$ cat config.mk
export PLATFORM = sky130hd
export DESIGN_NAME = serdes_tx_scheduler_flat
export DESIGN_NICKNAME = d
export VERILOG_FILES = /design/src/rtl/serdes_tx_scheduler_if.sv /design/src/rtl/serdes_tx_scheduler.sv /design/src/flat_wrapper.sv
export SDC_FILE = /design/constraint.sdc
export NUM_CORES = 1
export LEC_CHECK = 0
export CAP_MARGIN = 25
export CELL_PAD_IN_SITES_DETAIL_PLACEMENT = 0
export CELL_PAD_IN_SITES_GLOBAL_PLACEMENT = 1
export CORE_MARGIN = 1.5
export CORE_UTILIZATION = 34
export DETAILED_ROUTE_END_ITERATION = 8
export PLACE_DENSITY_LB_ADDON = 0.1
export SLEW_MARGIN = 20
export SYNTH_ARGS = -nofsm -noshare
export SYNTH_HDL_FRONTEND = slang
export SYNTH_SLANG_ARGS = --single-unit
export TNS_END_PERCENT = 10
$ cat constraint.sdc
create_clock -name clk -period 2 [get_ports clk]
set_input_delay 0.2 -clock clk [delete_from_list [all_inputs] [get_ports clk]]
set_output_delay 0.2 -clock clk [all_outputs]
set_load 0.005 [all_outputs]
$ cat src/rtl/serdes_tx_scheduler_if.sv
// ----------------------------------------------------------------------------
// serdes_tx_scheduler_if
//   Bundles the two byte-stream requester handshakes and the encoder-side
//   outputs of the transmit slot scheduler.
//
//   Handshake: a requester raises sX_valid with sX_data/sX_last and holds
//   all three stable until it sees sX_ready=1 in the same cycle; a byte is
//   transferred on the rising edge where sX_valid && sX_ready. sX_ready is
//   combinational and only ever high on a slot-end cycle.
//
//   Signals:
//     s0_valid/s0_data/s0_last/s0_ready  requester 0 byte stream
//     s1_valid/s1_data/s1_last/s1_ready  requester 1 byte stream
//     enc_data, enc_en                   byte and load strobe to the encoder
//     link_up                            alignment phase finished
//     grant                              one-hot owner of the open burst
//     underrun                           granted requester missed a slot
//     state_dbg                          scheduler FSM state for observation
//
//   Modports: master = requester/observer side, slave = scheduler side.
// ----------------------------------------------------------------------------
interface serdes_tx_scheduler_if;
    logic       s0_valid;
    logic [7:0] s0_data;
    logic       s0_last;
    logic       s0_ready;
    logic       s1_valid;
    logic [7:0] s1_data;
    logic       s1_last;
    logic       s1_ready;
    logic [7:0] enc_data;
    logic       enc_en;
    logic       link_up;
    logic [1:0] grant;
    logic       underrun;
    logic [1:0] state_dbg;

    modport master (
        output s0_valid, s0_data, s0_last,
        output s1_valid, s1_data, s1_last,
        input  s0_ready, s1_ready,
        input  enc_data, enc_en, link_up, grant, underrun, state_dbg
    );

    modport slave (
        input  s0_valid, s0_data, s0_last,
        input  s1_valid, s1_data, s1_last,
        output s0_ready, s1_ready,
        output enc_data, enc_en, link_up, grant, underrun, state_dbg
    );
endinterface

$ cat src/rtl/serdes_tx_scheduler.sv
// ----------------------------------------------------------------------------
// serdes_tx_scheduler
//   Transmit-side slot scheduler ahead of an 8b/10b encoder. Every symbol
//   slot of SYM_CYCLES clocks it picks one byte and pulses enc_en once.
//   After reset it sends ALIGN_SYMS idle symbols, then raises link_up and
//   shares the encoder between two requesters with round-robin arbitration
//   that locks onto a requester for the duration of a burst (until last).
//   Slots with nothing to send carry IDLE_BYTE.
//
//   Ports:
//     clk    single clock
//     rst_n  synchronous active-low reset
//     bus    serdes_tx_scheduler_if.slave (requester handshakes, encoder
//            outputs, link/grant/underrun status, FSM state)
// ----------------------------------------------------------------------------
module serdes_tx_scheduler #(
    parameter int          SYM_CYCLES = 10,
    parameter int          ALIGN_SYMS = 4,
    parameter logic [7:0]  IDLE_BYTE  = 8'hBC
) (
    input  logic                   clk,
    input  logic                   rst_n,
    serdes_tx_scheduler_if.slave   bus
);
    localparam int CW = $clog2(SYM_CYCLES);
    localparam int AW = $clog2(ALIGN_SYMS) + 1;

    typedef enum logic [1:0] {
        ST_ALIGN = 2'd0,
        ST_IDLE  = 2'd1,
        ST_DATA  = 2'd2
    } state_t;

    state_t        state, state_nx;
    logic [CW-1:0] cnt;
    logic [AW-1:0] align_cnt, align_nx;
    logic          rr, rr_nx;          // 0 favours requester 0
    logic [1:0]    grant_q, grant_nx;
    logic          link_q, link_nx;
    logic [7:0]    enc_data_q;
    logic          enc_en_q;
    logic          underrun_q, under_nx;
    logic [7:0]    sel_byte;
    logic          rdy0, rdy1;
    logic          slot_end;
    logic          pick0, pick1;
    logic          own_valid, own_last;
    logic [7:0]    own_data;

    assign slot_end = (cnt == CW'(SYM_CYCLES - 1));

    // Arbitration when no burst is open: a lone valid wins outright, a tie
    // goes to whichever requester the round-robin pointer favours.
    assign pick0 = bus.s0_valid && (!bus.s1_valid || !rr);
    assign pick1 = bus.s1_valid && !pick0;

    // Signals of the requester that currently owns the open burst.
    assign own_valid = grant_q[0] ? bus.s0_valid : bus.s1_valid;
    assign own_data  = grant_q[0] ? bus.s0_data  : bus.s1_data;
    assign own_last  = grant_q[0] ? bus.s0_last  : bus.s1_last;

    always_comb begin
        state_nx = state;
        align_nx = align_cnt;
        rr_nx    = rr;
        grant_nx = grant_q;
        link_nx  = link_q;
        under_nx = 1'b0;
        sel_byte = IDLE_BYTE;
        rdy0     = 1'b0;
        rdy1     = 1'b0;
        if (slot_end) begin
            unique case (state)
                ST_ALIGN: begin
                    // link_up rises together with the enc_en of the last
                    // alignment idle.
                    if (align_cnt == AW'(ALIGN_SYMS - 1)) begin
                        state_nx = ST_IDLE;
                        link_nx  = 1'b1;
                    end else begin
                        align_nx = align_cnt + 1'b1;
                    end
                end
                ST_IDLE: begin
                    if (pick0 || pick1) begin
                        rdy0     = pick0;
                        rdy1     = pick1;
                        sel_byte = pick0 ? bus.s0_data : bus.s1_data;
                        if (pick0 ? bus.s0_last : bus.s1_last) begin
                            // Single-byte burst: no grant is held.
                            rr_nx = ~rr;
                        end else begin
                            state_nx = ST_DATA;
                            grant_nx = pick0 ? 2'b01 : 2'b10;
                        end
                    end
                end
                ST_DATA: begin
                    if (own_valid) begin
                        rdy0     = grant_q[0];
                        rdy1     = grant_q[1];
                        sel_byte = own_data;
                        if (own_last) begin
                            state_nx = ST_IDLE;
                            grant_nx = 2'b00;
                            // Favour the requester that did not just finish.
                            rr_nx    = grant_q[0];
                        end
                    end else begin
                        under_nx = 1'b1;
                    end
                end
                default: state_nx = ST_ALIGN;
            endcase
        end
    end

    always_ff @(posedge clk) begin
        if (!rst_n) begin
            cnt        <= '0;
            state      <= ST_ALIGN;
            align_cnt  <= '0;
            rr         <= 1'b0;
            grant_q    <= 2'b00;
            link_q     <= 1'b0;
            enc_data_q <= IDLE_BYTE;
            enc_en_q   <= 1'b0;
            underrun_q <= 1'b0;
        end else begin
            cnt        <= slot_end ? '0 : cnt + 1'b1;
            state      <= state_nx;
            align_cnt  <= align_nx;
            rr         <= rr_nx;
            grant_q    <= grant_nx;
            link_q     <= link_nx;
            enc_en_q   <= slot_end;
            underrun_q <= under_nx;
            if (slot_end) begin
                enc_data_q <= sel_byte;
            end
        end
    end

    assign bus.s0_ready  = rdy0;
    assign bus.s1_ready  = rdy1;
    assign bus.enc_data  = enc_data_q;
    assign bus.enc_en    = enc_en_q;
    assign bus.link_up   = link_q;
    assign bus.grant     = grant_q;
    assign bus.underrun  = underrun_q;
    assign bus.state_dbg = state;
endmodule

$ cat src/flat_wrapper.sv
// flat-port wrapper written by rule: the top's interface ports become plain ports
module serdes_tx_scheduler_flat 
#(
    parameter int          SYM_CYCLES = 10,
    parameter int          ALIGN_SYMS = 4,
    parameter logic [7:0]  IDLE_BYTE  = 8'hBC
)
  (clk, rst_n, bus_s0_valid, bus_s0_data, bus_s0_last, bus_s1_valid, bus_s1_data, bus_s1_last, bus_s0_ready, bus_s1_ready, bus_enc_data, bus_enc_en, bus_link_up, bus_grant, bus_underrun, bus_state_dbg);
  serdes_tx_scheduler_if bus_i ();
  input  logic clk;
  input  logic rst_n;
  input wire logic [$bits(bus_i.s0_valid)-1:0] bus_s0_valid;
  input wire logic [$bits(bus_i.s0_data)-1:0] bus_s0_data;
  input wire logic [$bits(bus_i.s0_last)-1:0] bus_s0_last;
  input wire logic [$bits(bus_i.s1_valid)-1:0] bus_s1_valid;
  input wire logic [$bits(bus_i.s1_data)-1:0] bus_s1_data;
  input wire logic [$bits(bus_i.s1_last)-1:0] bus_s1_last;
  output wire logic [$bits(bus_i.s0_ready)-1:0] bus_s0_ready;
  output wire logic [$bits(bus_i.s1_ready)-1:0] bus_s1_ready;
  output wire logic [$bits(bus_i.enc_data)-1:0] bus_enc_data;
  output wire logic [$bits(bus_i.enc_en)-1:0] bus_enc_en;
  output wire logic [$bits(bus_i.link_up)-1:0] bus_link_up;
  output wire logic [$bits(bus_i.grant)-1:0] bus_grant;
  output wire logic [$bits(bus_i.underrun)-1:0] bus_underrun;
  output wire logic [$bits(bus_i.state_dbg)-1:0] bus_state_dbg;
  assign bus_i.s0_valid = bus_s0_valid;
  assign bus_i.s0_data = bus_s0_data;
  assign bus_i.s0_last = bus_s0_last;
  assign bus_i.s1_valid = bus_s1_valid;
  assign bus_i.s1_data = bus_s1_data;
  assign bus_i.s1_last = bus_s1_last;
  assign bus_s0_ready = bus_i.s0_ready;
  assign bus_s1_ready = bus_i.s1_ready;
  assign bus_enc_data = bus_i.enc_data;
  assign bus_enc_en = bus_i.enc_en;
  assign bus_link_up = bus_i.link_up;
  assign bus_grant = bus_i.grant;
  assign bus_underrun = bus_i.underrun;
  assign bus_state_dbg = bus_i.state_dbg;
  serdes_tx_scheduler #(.SYM_CYCLES(SYM_CYCLES), .ALIGN_SYMS(ALIGN_SYMS), .IDLE_BYTE(IDLE_BYTE)) u_core (.clk(clk), .rst_n(rst_n), .bus(bus_i));
endmodule
### After elaboration in Yosys (flattened, before gate mapping)

Cells that the tools add are included.

* add/subtract/negate cells: 2
* equal/unequal tests: 10
* muxes and demuxes: 34
* bitwise gates (word level): 3
* reduce and logical (&&, ||, !) cells: 16

Operators with widths (number)
* 2-to-1 mux 8 bit: 4
* 2-to-1 mux 2 bit: 10
* AND reduction 6 bit: 3
* one-hot mux 8 bit (2 select lines): 1
* 2-to-1 mux 1 bit: 14
* inequality test 2 x 1 -> 1 bit, second input constant: 5
* AND reduction 3 bit: 3
* one-hot mux 1 bit (2 select lines): 3
* one-hot mux 2 bit (3 select lines): 1
* adder 4 x 1 -> 4 bit, second input constant: 1
* equality test 4 bit, second input constant: 1
* one-hot mux 2 bit (2 select lines): 1
* adder 3 x 1 -> 3 bit, second input constant: 1
* equality test 3 x 2 -> 1 bit, second input constant: 1
* logical NOT 1 bit: 3
* inverter 1 bit: 3
* equality test 2 x 1 -> 1 bit, second input constant: 1
* equality test 2 bit, second input constant: 1
* logical AND 1 bit: 2
* logical NOT 2 bit: 1
* logical OR 1 bit: 2
* inequality test 2 bit, second input constant: 1
* nonzero test 2 bit: 1
* OR reduction 2 bit: 1

* flip-flop bits (word level): 23
* output and inout port bits: 17
* word-level logic and storage cells: 74

### Longest topological paths before layout

Gate-level depths: netlist of run 1.

* depth after elaboration: 9
* mapped depth: 7

### Worst setup path after synthesis of run 1

OpenSTA, ideal clock, no wires.

* path kind: flip-flop to flip-flop
* start: register u_core.state[1] (netlist: u_core.bus.state_dbg[1])
* end: register u_core.state[0] (netlist: u_core.bus.state_dbg[0])
* data arrival time: 1.490 ns
* slack: 0.440 ns
* cell stages (with the launch flop): 8
* path buffers: 1
* clock period less this slack: 1.560 ns
* cells stage by stage: dfxtp_1 > inv_1 > ha_1 > clkbuf_1 > inv_1 > o211ai_2 > or3_1 > a21boi_1

* longest elaborated chain between the ends: 3

Ends and longest elaborated chain
* from (decl): RTL line serdes_tx_scheduler.sv:34 `state_t state, state_nx;`
* from (signal assigned): RTL line serdes_tx_scheduler.sv:131 `state <= state_nx;`
* equality test 2 bit, or another cell as far along: RTL line serdes_tx_scheduler.sv:73 `unique case (state)`
* inequality test 2 x 1 -> 1 bit (no line) or inequality test 2 bit (tied branches)
* AND reduction 6 bit (no line)

Parallel ways exist; a longest one is shown, timed or not.
A chain may end at the register's enable or synchronous reset.

### Worst setup path in the final report of run 1

* start: register u_core.cnt[1]
* end: output bus_s1_ready

* longest elaborated chain between the ends: 2

Ends and longest elaborated chain
* from (decl): RTL line serdes_tx_scheduler.sv:35 `logic [CW-1:0] cnt;`
* from (signal assigned): RTL line serdes_tx_scheduler.sv:130 `cnt <= slot_end ? '0 : cnt + 1'b1;`
* equality test 4 bit: RTL line serdes_tx_scheduler.sv:50 `assign slot_end = (cnt == CW'(SYM_CYCLES - 1));`
* 2-to-1 mux 1 bit: RTL line serdes_tx_scheduler.sv:72 `if (slot_end) begin`
* to (decl): RTL line flat_wrapper.sv:19 `output wire logic [$bits(bus_i.s1_ready)-1:0] bus_s1_ready;`

No other way between the ends.

==> results of run 1 <==
==> power breakdown <==
group | switching [mW] | total (mW) | internal [mW] | leakage [nW]
Clock | 0.159 | 0.299 | 0.139 | 0.0255
Combinational | 0.0394 | 0.102 | 0.0627 | 0.538
Sequential | 0.00468 | 0.465 | 0.461 | 0.189
Total | 0.204 | 0.866 | 0.663 | 0.752
==> stage by stage <==
stage / utilization / instance area, sq um / total power [mW] / setup WS [ns] / hold slack (ns)
2_1_floorplan: - / 1320 / 0.519 / 0.440 / 0.337
6_report: 0.515 / 1900 / 0.866 / 0.306 / 0.438
4_1_cts: 0.512 / 1890 / 0.876 / 0.00803 / 0.442
3_3_place_gp: 0.489 / 1810 / 0.577 / 0.0678 / 0.451
5_1_grt: 0.515 / 1900 / 0.912 / 0.153 / 0.460
3_5_place_dp: 0.489 / 1810 / 0.580 / 0.0313 / 0.450
==> sequential cells by signal (all words and copies together) (netlist names) <==
register / flops
u_core.align_cnt: 3
u_core.bus.enc_en: 1
u_core.bus.link_up: 1
u_core.bus.state_dbg: 2
u_core.rr: 1
u_core.cnt: 4
u_core.bus.underrun: 1
u_core.bus.enc_data: 8
u_core.bus.grant: 2
==> critical path, stage by stage, from the launching register on <==
cell            delay [ns]
dfxtp_2               0.34
inv_1                 0.04
ha_1                  0.18
and3b_2               0.23
and2_4                0.16
and2_1                0.13
dlymetal6s2s_1        0.14
==> cells by family after synthesis <==
family | synth area share
fa+ha+maj | 0.0760
xor+xnor | 0.0199
flops | 0.349
simple gates | 0.233
buf+inv | 0.0380
compound gates | 0.196
mux | 0.0883
==> worst max path at each step <==
stage | start | to | slack [ns] | depth (start not counted)
2_1_floorplan | u_core.bus.state_dbg[1] | u_core.bus.state_dbg[0] | 0.44 | 7
3_3_place_gp | bus_s0_valid | bus_s1_ready | 0.07 | 6
3_5_place_dp | bus_s1_valid | u_core.bus.state_dbg[0] | 0.03 | 7
4_1_cts | u_core.bus.grant[0] | bus_s1_ready | 0.008 | 4
5_1_grt | u_core.align_cnt[0] | u_core.bus.state_dbg[0] | 0.15 | 7
6_report | u_core.cnt[1] | bus_s1_ready | 0.31 | 6
==> placed cells by master, fill, tap and decap left out, types with 2 or more instances in the layout <==
cell type / n
a21boi_1: 2
a21oi_1: 2
a22oi_1: 4
a31oi_1: 6
and2_1: 5
and3_1: 3
buf_4: 10
clkbuf_8: 3
clkdlybuf4s50_1: 36
dfxtp_1: 18
dfxtp_2: 3
dfxtp_4: 2
dlymetal6s2s_1: 2
ha_1: 6
ha_4: 2
inv_1: 4
inv_2: 2
mux2_2: 5
mux2i_1: 6
nand2_1: 12
nand3_1: 8
nand3b_1: 6
nor2_1: 13
nor2b_1: 8
o211a_1: 2
o211ai_1: 6
o211ai_2: 2
o21ai_1: 3
xor2_1: 2
==> routing by layer <==
layer / track usage / vias up / part of all wire
met5: 0 / - / 0
met4: 0.0547 / 0 / 0.0066
met3: 0.0308 / 2 / 0.044
met2: 0.295 / 29 / 0.50
met1: 0.194 / 557 / 0.45
li1: - / 618 / -
==> repair_timing <==
item	4_1_cts	5_1_grt
resized for setup	13	5
endpoints found under the setup margin	2	2
pin swaps	1	0
==> area by class of cell <==
cell class	instances	area (sq um)
Sequential cell	23	472
Fill cell	371	1790
Clock buffer	3	41.3
Tap cell	48	60.1
Inverter	6	22.5
Timing Repair Buffer	48	460
Clock inverter	1	5.00
Multi-Input combinational cell	113	838
==> reports/metrics.cfg, run 1 <==
[outcome]
outcome=completed

[synth]
ys_seq_elements=23
ys.flop_type=dfxtp_1
yosys-top-cells-area=dfxtp_1, ha_1, mux2i_1, mux2_2, nor2b_1
synth-seq-area-share=0.349
yosysWarningCount=0
syn_avg_cell_area_sq_um=8.84
async_flop_share=0
syn_inst=149
synth.most_common_cell=dfxtp_1
synth_cell_type_count=32
synthTopCellsByCount=dfxtp_1, nor2_1, nand2_1
synth_largest_area_cell=dfxtp_1
synthesis.nets=179
syn_area_sq_um=1320
synth_edf_count=0
yosysTopAreaCellShare=0.349

[placement]
detailed_place_hpwl_mm=2.61
port_buffers=38
dp_cells=238
place.gp.congestion=0.765

[worst_setup_path]
rr_endpoint=u_core.bus.state_dbg[0]
ff2ff_setup_slack_ns=0.33
r2r_start=u_core.cnt[1]
crit_required_ns=1.80
end_kind=primary output
worst_r2r_path_depth=7
critical_path_class=reg2out
crit_fanout=3
critPathLaunchType=flop
arrival_ns=1.49

[routing]
postRouteAntennaNets=0
dr.pass1.iters=4
routed_wl_mm=3.32
drcViolationCount=0
vias=1206
wl_per_cell_um=13.7
drt_iter0_drc=18
via_per_inst=4.98

[global_routing]
grt_usage=0.164
antenna_found_initial=0
grt_pass1_vias=1201
grt_max_degree=14
grt_pass1_wl_mm=5.33
overflow=0

[cts]
cts-buffers-inserted=3
cts_tree=yes
post_cts_buffers=0
path_clk_slew_ns=0.08
root_buffer=clkbuf_8
cts_hold_buf=0
clock_latency_ns=0.27
clk_path_buf_depth=2
htree_levels=1
cts.sinks=23

[hold_path]
hp-class=reg2reg
hold_path_depth=1
holdPathEnd=u_core.cnt[0]
min_from=u_core.cnt[0]

[timing]
finalSetupViolCount=0
fmax_mhz=590
fin_skew_ns=0.00982
fin_crit_sh=0.847
tightest_slew_ns=0.359
drv_slew=0
hold_viol=0
setup_tns_ns=0
fin_crit_ns=1.69
rsz0062_at_grt=false
slew_headroom=0.760

[floorplanning]
die_y_um=65.3
rows=22
boundaryPins=39
core_area_sq_um=3690
initial_core_util=0.357
die_w_um=65.3
dieArea_sq_um=4260

[power_and_ir_drop]
p_leak_nw=0.752
p_per_area_nw_per_um2=456
peakVddDrop_uv=289

[run]
max_cap_viol_count=0

[layout]
syn_to_final_growth_pct=44.2
nets=225
final_cells=242
antenna_cells=0
layout-drive-gt1-share=0.180

Power figures use the tool's default switching activity.
==> inputs of run 2 (changes only) <==
Settings changed: CORE_UTILIZATION 34 to 31.
Clock period 2 ns to 1.4 ns, I/O delays scaled along.
==> reports/metrics.cfg, run 2 (same netlist as run 1, synthesis figures left out) <==
[outcome]
outcome=finished, violations left  ; was completed
violations=setup timing

[global_routing]
overflow=0  ; unchanged
grt_pass1_wl_mm=6.15  ; was 5.33 mm
grt_max_degree=15  ; was 14
grt_pass1_vias=1335  ; was 1201
grt_usage=0.178  ; was 0.164
antenna_found_initial=0  ; unchanged

[worst_setup_path]
crit_required_ns=1.26  ; was 1.80 ns
path_cells=inv_4 > ha_4 > nand2_1 > o21ai_0 > and2_4 > buf_6  ; was inv_1 > ha_1 > and3b_2 > and2_4 > and2_1 > dlymetal6s2s_1
arrival_ns=1.41  ; was 1.49 ns
critical_path_class=reg2out  ; unchanged
slowest_stage=dfxtp_4  ; was dfxtp_2
worst_r2r_path_depth=8  ; was 7
ff2ff_setup_slack_ns=-0.13  ; was 0.33 ns
crit_family=flip-flops  ; was simple AND/OR/NAND/NOR gates
r2r_start=u_core.cnt[1]  ; unchanged
cp.depth=6  ; unchanged
cpPeakStageDelay_ns=0.38  ; was 0.34 ns
rr_endpoint=u_core.bus.grant[0]  ; was u_core.bus.state_dbg[0]
crit_fanout=4  ; was 3
critPathLaunchType=flop  ; unchanged
cp_num_buf_inv=2  ; unchanged
end_kind=primary output  ; unchanged

[hold_path]
min_from=u_core.bus.enc_data[1]  ; was u_core.cnt[0]
holdPathEnd=u_core.bus.enc_data[1]  ; was u_core.cnt[0]
hp-class=reg2reg  ; unchanged
hold_path_depth=2  ; was 1

[cts]
clock_latency_ns=0.27  ; about the same
cts-buffers-inserted=3  ; unchanged
cts.sinks=23  ; unchanged
path_clk_slew_ns=0.09  ; was 0.08 ns
clk_path_buf_depth=2  ; unchanged
cts_tree=yes  ; unchanged
cts_hold_buf=0  ; unchanged
htree_levels=1  ; unchanged
root_buffer=clkbuf_8  ; unchanged

[power_and_ir_drop]
p_leak_nw=0.884  ; was 0.752 nW
peakVddDrop_uv=523  ; was 289 uV
p_per_area_nw_per_um2=575  ; was 456 nW/um^2

[routing]
dr_wl_met2_mm=1.91  ; was 1.66 mm
via_per_inst=4.95  ; was 4.98
vias=1316  ; was 1206
wl_per_cell_um=14.0  ; was 13.7 um
wl_met1_mm=1.63  ; was 1.49 mm
postRouteAntennaNets=0  ; unchanged
dr.pass1.iters=4  ; unchanged
drcViolationCount=0  ; unchanged
wl_met3_um=162  ; was 147 um
routed_wl_mm=3.73  ; was 3.32 mm
drt_iter0_drc=27  ; was 18
highest_layer=met4  ; unchanged

[timing]
fin_skew_ns=0.00683  ; was 0.00982 ns
hold_viol=0  ; unchanged
slew_headroom=0.779  ; was 0.760
tightest_slew_ns=0.330  ; was 0.359 ns
fmax_mhz=646
finalSetupViolCount=13  ; was 0
fin_crit_sh=1.11
drv_slew=0  ; unchanged
finalWorstSetupSlack_ns=-0.147  ; was 0.306 ns
rsz0062_at_grt=true  ; was false
fin_crit_ns=1.55

[layout]
layout_commonest_cell=clkdlybuf4s50_1  ; unchanged
antenna_cells=0  ; unchanged
layout-drive-gt1-share=0.384  ; was 0.180
largest_reg_flops=8  ; unchanged
final_cells=266  ; was 242
syn_to_final_growth_pct=68.4  ; was 44.2%
most-common-layout-cells=clkdlybuf4s50_1, buf_4, dfxtp_1  ; was clkdlybuf4s50_1, dfxtp_1, nor2_1
nets=247  ; was 225

[floorplanning]
core_area_sq_um=4030  ; was 3690 sq um
boundaryPins=39  ; unchanged
die_w_um=68.2  ; was 65.3 um
rows=23  ; was 22
die_y_um=68.2  ; was 65.3 um
initial_core_util=0.327  ; was 0.357
dieArea_sq_um=4650  ; was 4260 sq um

[run]
max_cap_viol_count=0  ; unchanged

[placement]
dp_cells=258  ; was 238
pre_cts_ws_ns=-0.494  ; was 0.0313 ns
detailed_place_hpwl_mm=2.74  ; was 2.61 mm
port_buffers=38  ; unchanged
place.gp.congestion=0.795  ; was 0.765

-- run 2: worst max-delay path by stage --
stage,start,endpoint,slack (ns)
3_3_place_gp,bus_s1_valid,bus_s1_ready,-0.47
6_report,u_core.bus.state_dbg[0],bus_s1_ready,-0.15
3_5_place_dp,bus_s1_valid,u_core.bus.state_dbg[0],-0.49
2_1_floorplan,u_core.cnt[0],u_core.bus.state_dbg[0],-0.02
5_1_grt,u_core.cnt[1],u_core.bus.grant[1],-0.23
4_1_cts,u_core.cnt[1],u_core.bus.grant[0],-0.15
-- run 2: routing by layer --
metal,track usage,vias up
li1,-,669
met1,0.216,615
met2,0.319,27
met3,0.0362,5
met4,0.0450,0
met5,0,-
-- run 2: area by class of cell --
cell class,count,area [sq um]
flip-flops and latches,23,479
repair buffers,70,638
well taps,50,62.6
multi-input cells,113,960
fillers,376,1810
inverters,6,30.0
clock buffers,3,41.3
clock inverters,1,7.51
-- run 2: worst min-delay path, delay by kind of cell (launching register included) --
family / cells / cell delay (ns)
DFF: 1 / 0.32
and+or+nand+nor: 1 / 0.06
AOI/OAI and AO/OA: 1 / 0.05
-- run 2: timing repair --
item | in CTS | in global routing
setup buffers | 4 | 2
pin swaps | 15 | 4
gates resized for setup | 44 | 9
endpoints found under the setup margin | 20 | 22
-- run 2: report_power, final --
| group | internal [mW] | switching, mW | total [mW] | leakage [nW] |
|---|---|---|---|---|
| registers | 0.656 | 0.00519 | 0.661 | 0.191 |
| clock network | 0.202 | 0.239 | 0.441 | 0.0217 |
| logic | 0.105 | 0.0680 | 0.173 | 0.671 |
| total | 0.963 | 0.313 | 1.28 | 0.884 |
-- run 2: stage by stage --
stage                     instance area (sq um)  TNS, ns  hold WS (ns)  utilization  total power, mW
after floorplan                            1390  -0.0201         0.277            -            0.747
after global placement                     2000    -4.86         0.459        0.498            0.849
after detailed placement                   2000    -5.16         0.459        0.498            0.853
after CTS                                  2190    -1.31         0.475        0.544             1.30
after global routing                       2220    -2.35         0.496        0.551             1.34
final                                      2220    -1.04         0.474        0.551             1.28
==> inputs of run 3 (changes only) <==
Settings changed: RECOVER_POWER from default to 50.
==> reports/metrics.cfg, run 3 (same netlist as run 1, synthesis figures left out) <==
[power_and_ir_drop]
switching_share=0.245  ; about the same
p_per_area_nw_per_um2=576  ; was 575 nW/um^2
switching_power_uw=313  ; about the same
p_leak_nw=0.888  ; was 0.884 nW
fin_total_pwr_mw=1.28  ; about the same
combPwrFrac=0.135  ; about the same
clkPwrFrac=0.346  ; about the same
seqPwrFrac=0.519  ; about the same
p_int_uw=963  ; about the same
peakVddDrop_uv=524  ; was 523 uV

[worst_setup_path]
critPathLaunchType=flop  ; unchanged
crit_fanout=4  ; unchanged
cpPeakStageDelay_ns=0.38  ; about the same
slowest_stage=dfxtp_4  ; unchanged
cp_num_buf_inv=2  ; unchanged
path_cells=inv_4 > ha_4 > nand2_1 > o21ai_0 > and2_4 > buf_6  ; unchanged
crit_family=flip-flops  ; unchanged
arrival_ns=1.41  ; about the same
end_kind=primary output  ; unchanged
critical_path_class=reg2out  ; unchanged
crit_required_ns=1.26  ; about the same

[floorplanning]
boundaryPins=39  ; unchanged
dieArea_sq_um=4650  ; unchanged
rows=23  ; unchanged
core_area_sq_um=4030  ; unchanged
initial_core_util=0.327  ; unchanged
die_w_um=68.2  ; unchanged
die_y_um=68.2  ; unchanged

[cts]
root_buffer=clkbuf_8  ; unchanged
clock_latency_ns=0.27  ; about the same
clk_path_buf_depth=2  ; unchanged
cts-buffers-inserted=3  ; unchanged
cts_tree=yes  ; unchanged
cts.sinks=23  ; unchanged
path_clk_slew_ns=0.09  ; about the same
htree_levels=1  ; unchanged

[global_routing]
grt_pass1_vias=1335  ; unchanged
grt_max_degree=15  ; unchanged
overflow=0  ; unchanged
antenna_found_initial=0  ; unchanged
grt_usage=0.178  ; unchanged
grt_pass1_wl_mm=6.15  ; unchanged

[routing]
drcViolationCount=0  ; unchanged
wl_per_cell_um=14.0  ; about the same
via_per_inst=4.97  ; was 4.95
routed_wl_mm=3.73  ; about the same
postRouteAntennaNets=0  ; unchanged
drt_iter0_drc=58  ; was 27
dr.pass1.iters=4  ; unchanged
vias=1322  ; was 1316

[placement]
port_buffers=38  ; unchanged
detailed_place_hpwl_mm=2.74  ; unchanged
place.gp.congestion=0.795  ; unchanged

[timing]
fmax_mhz=647  ; was 646 MHz
rsz0062_at_grt=true  ; unchanged
slew_headroom=0.777  ; was 0.779
finalSetupViolCount=13  ; unchanged
fin_crit_ns=1.55  ; about the same
drv_slew=0  ; unchanged
finalWorstSetupSlack_ns=-0.147  ; about the same
fin_skew_ns=0.00666  ; was 0.00683 ns
setup_tns_ns=-1.02  ; was -1.04 ns
tightest_slew_ns=0.335  ; was 0.330 ns
fin_crit_sh=1.10  ; was 1.11
hold_viol=0  ; unchanged

[layout]
nets=247  ; unchanged
layout_commonest_cell=clkdlybuf4s50_1  ; unchanged
layout-drive-gt1-share=0.380  ; was 0.384
fillCellCount=378  ; was 376
antenna_cells=0  ; unchanged
syn_to_final_growth_pct=68.1  ; was 68.4%
largest_reg_flops=8  ; unchanged
most-common-layout-cells=clkdlybuf4s50_1, buf_4, dfxtp_1  ; unchanged

[run]
max_cap_viol_count=0  ; unchanged

[outcome]
violations=setup timing  ; unchanged
outcome=finished, violations left  ; unchanged

[hold_path]
hp-class=reg2reg  ; unchanged

## run 3: cell types whose count changed in the layout (fill, tap and decap cells not counted)
| cell | previous run | this run |
|---|---|---|
| buf_4 | 27 | 26 |
| clkdlybuf4s50_1 | 30 | 28 |
| clkbuf_1 | 0 | 1 |
| dlygate4sd3_1 | 0 | 2 |
## run 3: worst paths after layout
path	from	end	slack, ns	cells past startpoint
worst max-delay path	u_core.bus.state_dbg[0]	bus_s1_ready	-0.15	6
worst min-delay path	u_core.bus.enc_data[1]	u_core.bus.enc_data[1]	0.47	2
worst max register to register	u_core.cnt[1]	u_core.bus.grant[0]	-0.13	8
worst min register to register	u_core.bus.enc_data[1]	u_core.bus.enc_data[1]	0.47	2
## run 3: worst min-delay path, stage by stage, from the launching register on
cell and delay, ns:
dfxtp_1 0.32, nand3_1 0.06, o21ai_1 0.05
## run 3: final cells by class
cell class                 count  area [sq um]  area share
tap                           50          62.6      0.0282
timing repair buffer          70           634       0.286
multi-input combinational    113           960       0.433
clock inverter                 1          7.51     0.00339
sequential                    23           479       0.216
clock buffer                   3          41.3      0.0186
inverter                       6          30.0      0.0136
## run 3: metrics by stage
stage	cell area (sq um)	cells	setup WS [ns]	hold slack [ns]	utilization
after floorplan	1390	149	-0.0201	0.277	-
after global placement	2000	258	-0.470	0.459	0.498
after detailed placement	2000	258	-0.494	0.459	0.498
after CTS	2190	266	-0.149	0.475	0.544
after global routing	2210	266	-0.235	0.496	0.550
final	2210	266	-0.147	0.473	0.550
## run 3: timing repair
| item | in CTS | in global routing |
|---|---|---|
| endpoints found under the setup margin | 20 | 22 |
| setup buffers | 4 | 2 |
| gates resized for setup | 44 | 9 |
| hold buffers | 0 | 0 |
| pin swaps | 15 | 4 |
## run 3: power by group through the flow
stage               Clock, mW  Sequential, mW  Combinational (mW)
floorplan                   0           0.684              0.0624
global placement            0           0.683               0.166
detailed placement          0           0.683               0.170
CTS                     0.463           0.662               0.172
global route            0.486           0.663               0.188
finish                  0.441           0.661               0.173
## run 3: metal layers
metal / routed length [um] / GRT usage / up-vias
met4: 36 / 0.0450 / 0
li1: - / - / 671
met5: 0 / 0 / -
met1: 1600 / 0.216 / 614
met3: 189 / 0.0362 / 5
met2: 1910 / 0.319 / 32
